### config.mk
export PLATFORM = sky130hd
export DESIGN_NAME = fp_int_mul_arbiter
export DESIGN_NICKNAME = d
export VERILOG_FILES = /design/src/rtl/fp_int_mul_arbiter.sv
export SDC_FILE = /design/constraint.sdc
export NUM_CORES = 1
export LEC_CHECK = 0
export ABC_AREA = 1
export BUFFER_PORTS_ARGS = -buffer_cell sky130_fd_sc_hd__buf_2
export CAP_MARGIN = 40
export CORE_MARGIN = 5
export CORE_UTILIZATION = 46
export CTS_CLUSTER_DIAMETER = 120
export CTS_CLUSTER_SIZE = 30
export DETAILED_ROUTE_END_ITERATION = 12
export HOLD_SLACK_MARGIN = 0.05
export PLACE_DENSITY = 0.89
export SYNTH_ARGS = -nofsm -noshare
export SYNTH_HDL_FRONTEND = slang
export SYNTH_SLANG_ARGS = --single-unit
### constraint.sdc
create_clock -name clk -period 6.55 [get_ports clk]
set_clock_uncertainty 0.05 [all_clocks]
set_input_delay 0 -clock clk [delete_from_list [all_inputs] [get_ports clk]]
set_output_delay 0 -clock clk [all_outputs]
set_load 0.02 [all_outputs]
### src/rtl/fp_int_mul_arbiter.sv
// fp_int_mul_arbiter
//   Shares one bit-serial FP16 x INT4 multiplier among NUM_REQ requesters
//   using round-robin arbitration. The winner's operands are latched and
//   presented to the multiplier, a one-cycle start pulse is issued, and the
//   result (or a watchdog abort) is returned on a valid/ready response channel
//   tagged with the winner's ID.
//
// Ports
//   clk, rst                 clock, synchronous active-high reset
//   req[NUM_REQ]             per-requester request level
//   act_in, w_in             packed per-requester activation / weight
//   gnt[NUM_REQ]             one-hot accept pulse (operands sampled that cycle)
//   mul_start                one-cycle start pulse to the multiplier
//   mul_act, mul_w           latched operands to the multiplier
//   mul_busy                 multiplier busy; blocks new grants
//   mul_done                 multiplier result strobe
//   mul_sign/exp/mant        multiplier result
//   rsp_valid, rsp_ready     response handshake
//   rsp_id                   ID of the serviced requester
//   rsp_sign/exp/mant        response result
//   rsp_err                  response is a timeout abort (data forced to 0)
//   idle                     arbiter is waiting for requests
module fp_int_mul_arbiter #(
  parameter int NUM_REQ   = 4,
  parameter int ID_W      = 2,
  parameter int ACT_WIDTH = 16,
  parameter int W_WIDTH   = 4,
  parameter int TIMEOUT   = 15
) (
  input  logic                         clk,
  input  logic                         rst,
  input  logic [NUM_REQ-1:0]           req,
  input  logic [NUM_REQ*ACT_WIDTH-1:0] act_in,
  input  logic [NUM_REQ*W_WIDTH-1:0]   w_in,
  output logic [NUM_REQ-1:0]           gnt,
  output logic                         mul_start,
  output logic [ACT_WIDTH-1:0]         mul_act,
  output logic [W_WIDTH-1:0]           mul_w,
  input  logic                         mul_busy,
  input  logic                         mul_done,
  input  logic                         mul_sign,
  input  logic [4:0]                   mul_exp,
  input  logic [13:0]                  mul_mant,
  output logic                         rsp_valid,
  input  logic                         rsp_ready,
  output logic [ID_W-1:0]              rsp_id,
  output logic                         rsp_sign,
  output logic [4:0]                   rsp_exp,
  output logic [13:0]                  rsp_mant,
  output logic                         rsp_err,
  output logic                         idle
);

  typedef enum logic [1:0] {
    S_IDLE  = 2'd0,
    S_ISSUE = 2'd1,
    S_WAIT  = 2'd2,
    S_RESP  = 2'd3
  } state_t;

  state_t                state, state_nxt;

  logic [ID_W-1:0]       ptr;
  logic [ID_W-1:0]       ptr_nxt;
  logic [ID_W-1:0]       win;
  logic                  any_req;
  logic                  grant;
  logic [ACT_WIDTH-1:0]  act_sel;
  logic [W_WIDTH-1:0]    w_sel;
  logic [7:0]            wd;
  logic                  timeout_hit;

  logic [ACT_WIDTH-1:0]  act_p1;
  logic [W_WIDTH-1:0]    w_p1;
  logic [ID_W-1:0]       id_p1;
  logic                  sign_p2;
  logic [4:0]            exp_p2;
  logic [13:0]           mant_p2;
  logic                  err_p2;

  // stage 0: round-robin arbitration and operand select
  always_comb begin
    logic [ID_W-1:0] cand;
    any_req = 1'b0;
    win     = '0;
    cand    = '0;
    for (int i = 0; i < NUM_REQ; i++) begin
      cand = ID_W'((int'(ptr) + i) % NUM_REQ);
      // mask-and-reduce keeps the lane lookup free of index-width coupling
      if (!any_req && (|(req & (NUM_REQ'(1) << cand)))) begin
        any_req = 1'b1;
        win     = cand;
      end
    end
  end

  assign grant   = (state == S_IDLE) && any_req && !mul_busy && !rst;
  assign ptr_nxt = (win == ID_W'(NUM_REQ - 1)) ? '0 : win + 1'b1;
  assign act_sel = ACT_WIDTH'(act_in >> (int'(win) * ACT_WIDTH));
  assign w_sel   = W_WIDTH'(w_in >> (int'(win) * W_WIDTH));

  // watchdog counts completed WAIT cycles; the TIMEOUT-th one aborts
  assign timeout_hit = (wd == 8'(TIMEOUT - 1));

  always_ff @(posedge clk) begin
    if (rst) state <= S_IDLE;
    else     state <= state_nxt;
  end

  always_comb begin
    state_nxt = state;
    case (state)
      S_IDLE:  if (grant)                     state_nxt = S_ISSUE;
      S_ISSUE:                                state_nxt = S_WAIT;
      S_WAIT:  if (mul_done || timeout_hit)   state_nxt = S_RESP;
      S_RESP:  if (rsp_ready)                 state_nxt = S_IDLE;
      default:                                state_nxt = S_IDLE;
    endcase
  end

  always_comb begin
    gnt       = '0;
    mul_start = 1'b0;
    rsp_valid = 1'b0;
    idle      = 1'b0;
    case (state)
      S_IDLE: begin
        idle = 1'b1;
        if (grant) gnt = NUM_REQ'(1) << win;
      end
      S_ISSUE: mul_start = 1'b1;
      S_RESP:  rsp_valid = 1'b1;
      default: ;
    endcase
  end

  // stage 1: operand hold (grant -> next grant) and watchdog
  // stage 2: result capture in WAIT, held through RESP
  always_ff @(posedge clk) begin
    if (rst) begin
      ptr     <= '0;
      wd      <= '0;
      act_p1  <= '0;
      w_p1    <= '0;
      id_p1   <= '0;
      sign_p2 <= 1'b0;
      exp_p2  <= '0;
      mant_p2 <= '0;
      err_p2  <= 1'b0;
    end else begin
      if (grant) begin
        act_p1 <= act_sel;
        w_p1   <= w_sel;
        id_p1  <= win;
        ptr    <= ptr_nxt;
      end
      if (state == S_ISSUE)     wd <= '0;
      else if (state == S_WAIT) wd <= wd + 8'd1;
      if (state == S_WAIT) begin
        // a done on the last watchdog cycle still delivers the result
        if (mul_done) begin
          sign_p2 <= mul_sign;
          exp_p2  <= mul_exp;
          mant_p2 <= mul_mant;
          err_p2  <= 1'b0;
        end else if (timeout_hit) begin
          sign_p2 <= 1'b0;
          exp_p2  <= '0;
          mant_p2 <= '0;
          err_p2  <= 1'b1;
        end
      end
    end
  end

  assign mul_act  = act_p1;
  assign mul_w    = w_p1;
  assign rsp_id   = id_p1;
  assign rsp_sign = sign_p2;
  assign rsp_exp  = exp_p2;
  assign rsp_mant = mant_p2;
  assign rsp_err  = err_p2;

endmodule

==> summary.txt <==
Maxcap violations: 0
CP arrival: 4440 ps
Crit Reg-Reg Startpoint: ptr[0]
Commonest non-fill, non-tap cell in the layout: nand2_1
Placement Rows: 32
Clock buffer depth: 2
GRT Util Overall: 0.234
Largest net degree at the start of global routing: 46
Initial antenna violation count: 0
Worst-skew pair later-pin latency: 310 ps
Setup violators final: 0
Final antenna-violating net count: 0
Post-Syn Instances: 572
Yosys cell types: 29
CTS tree: built
Core area: 7650 um^2
Share of cells above drive strength 1: 0.250
Sum Neg Setup Slack: 0 ps
Fillers: 686
Worst hold slack: 54.6 ps
GP Congestion: 0.944
Tightest Pin Transition: 726 ps
CP endpoint kind: register
Die area: 9600 um^2
Max frequency: 234 MHz
Crit share post-route: 0.654
Yosys warns: 0
R2r worst-path depth: 14
Syn Nets: 695
Routed WL: 11500 um
Worst min path class: input pin to register
Reg clk slew, reported paths: 110 ps
Max FO, Critical Path: 38
Die width: 98.0 um
Num Clock Sinks: 55
Register area share after synthesis: 0.309
Hold Crit Depth: 7
1st-pass router iterations: 8
Antenna diode count: 0
CP Launch Point: ptr[0]
Post-DR vias/cell: 5.03
Area grow syn2layout: 37.0%
H-Tree Depth: 2
Vias in the first global route: 4187
Worst setup SP type: register
Crit Path Category: register to register
Status: complete, no violations
Num CTS Buffers: 5
Avg WL per Cell: 13.4 um
Port buffer count: 158
Avg Synthesized Cell Area: 6.23 um^2
Tot Pwr: 1520 uW
CP required: 6710 ps
Grt ovf: 0
Max-slew violations: 0
Vias post-DR: 4314
Io pins: 159
First-pass GRT wire length: 19000 um
Most frequent cells in the layout: nand2_1, buf_2, inv_1
Die H: 98.0 um
Root buffer cell: clkbuf_8
VDD IR-drop max: 0.274 mV
Minimum clock period: 4280 ps
Leak Pwr: 0.00275 uW
Final Hold Viols: 0
Power per cell area: 312 nW/um^2
RSZ-0062 raised after global routing: no
Mapped Area: 3560 um^2
Slew headroom: 0.515
DRC viols: 0
DR iter-0 viols: 245
HPWL Detailed: 8020 um
Nets: 878
Hold_sp: act_in[37]
Seq cells post-synth: 55
Initial core utilization: 0.466
[area by class of cell]
cell class / count / area, um^2 / area share
flip-flops and latches: 55 / 1100 / 0.226
repair buffers: 207 / 1280 / 0.262
clock buffers: 6 / 72.6 / 0.0149
multi-input cells: 383 / 1890 / 0.388
inverters: 103 / 387 / 0.0793
well taps: 102 / 128 / 0.0262
clock inverters: 2 / 17.5 / 0.00359
[stage by stage]
step	util	setup slack, ps	instances	area [um^2]
6_report	0.638	2270	858	4880
2_1_floorplan	-	4360	572	3560
3_3_place_gp	0.563	3520	802	4310
4_1_cts	0.638	2350	858	4880
3_5_place_dp	0.563	3310	802	4310
5_1_grt	0.638	1980	858	4880
[routing by layer]
metal | vias to the layer above | GRT usage | part of all wire
met4 | 0 | 0.0895 | 0.038
li1 | 2146 | - | -
met3 | 38 | 0.0536 | 0.089
met5 | - | 0 | 0
met1 | 1917 | 0.274 | 0.39
met2 | 213 | 0.414 | 0.49
[what timing repair did]
item                                   in CTS  in global routing
endpoints found under the hold margin      36                  0
buffers inserted                            0                  0
resized for setup                           0                  0
hold buffers                               48                  0
[synthesized netlist by cell type (all sizes together)]
cell | count | area share
nand2 | 177 | 0.20
inv | 103 | 0.11
dfxtp | 55 | 0.31
nand3 | 55 | 0.087
nor2 | 46 | 0.053
nand4 | 39 | 0.069
a21oi | 32 | 0.046
buf | 21 | 0.040
ha | 14 | 0.049
clkbuf | 10 | 0.011
o21ai | 9 | 0.013
nor3 | 6 | 0.0084
a211oi | 1 | 0.0021
a41oi | 1 | 0.0025
nand2b | 1 | 0.0018
nand3b | 1 | 0.0021
nor3b | 1 | 0.0021
[critical path: stages, from the launching register on]
cell	delay (ps)
dfxtp_1	390
inv_1	170
ha_1	240
nand2_1	70
nand2_1	120
nor2_4	70
nand4_1	80
buf_4	360
nand2_1	520
a21oi_2	680
nand2_1	110
a21oi_1	150
dlygate4sd3_1	570
nor2_1	50
dlygate4sd3_1	550
[cells by family after synthesis]
| group | Yosys count | synth area share |
|---|---|---|
| AO/OA/AOI/OAI | 43 | 0.0632 |
| buffers and inverters | 134 | 0.159 |
| adder cells (fa/ha/maj) | 14 | 0.0492 |
| AND/OR/NAND/NOR | 326 | 0.419 |
| flip-flops | 55 | 0.309 |
[state kept, by name, indices dropped and copies added, names as in the netlist]
name,count
rsp_sign,1
rsp_err,1
mul_act,16
ptr,2
wd,8
mul_w,4
rsp_exp,5
rsp_mant,14
state,2
rsp_id,2
[power breakdown]
| group | total, uW | leakage, uW | internal (uW) | switching, uW |
|---|---|---|---|---|
| logic | 898 | 0.00226 | 312 | 587 |
| clock network | 190 | 0.0000454 | 77.1 | 113 |
| registers | 432 | 0.000447 | 393 | 38.8 |
[worst paths after layout]
path | end | slack (ps)
max | mul_w[0] | 2270
min | mul_act[5] | 50
max reg2reg | mul_w[0] | 2270
min reg2reg | rsp_mant[10] | 410
No activity file was read; power rests on OpenSTA's default activity.
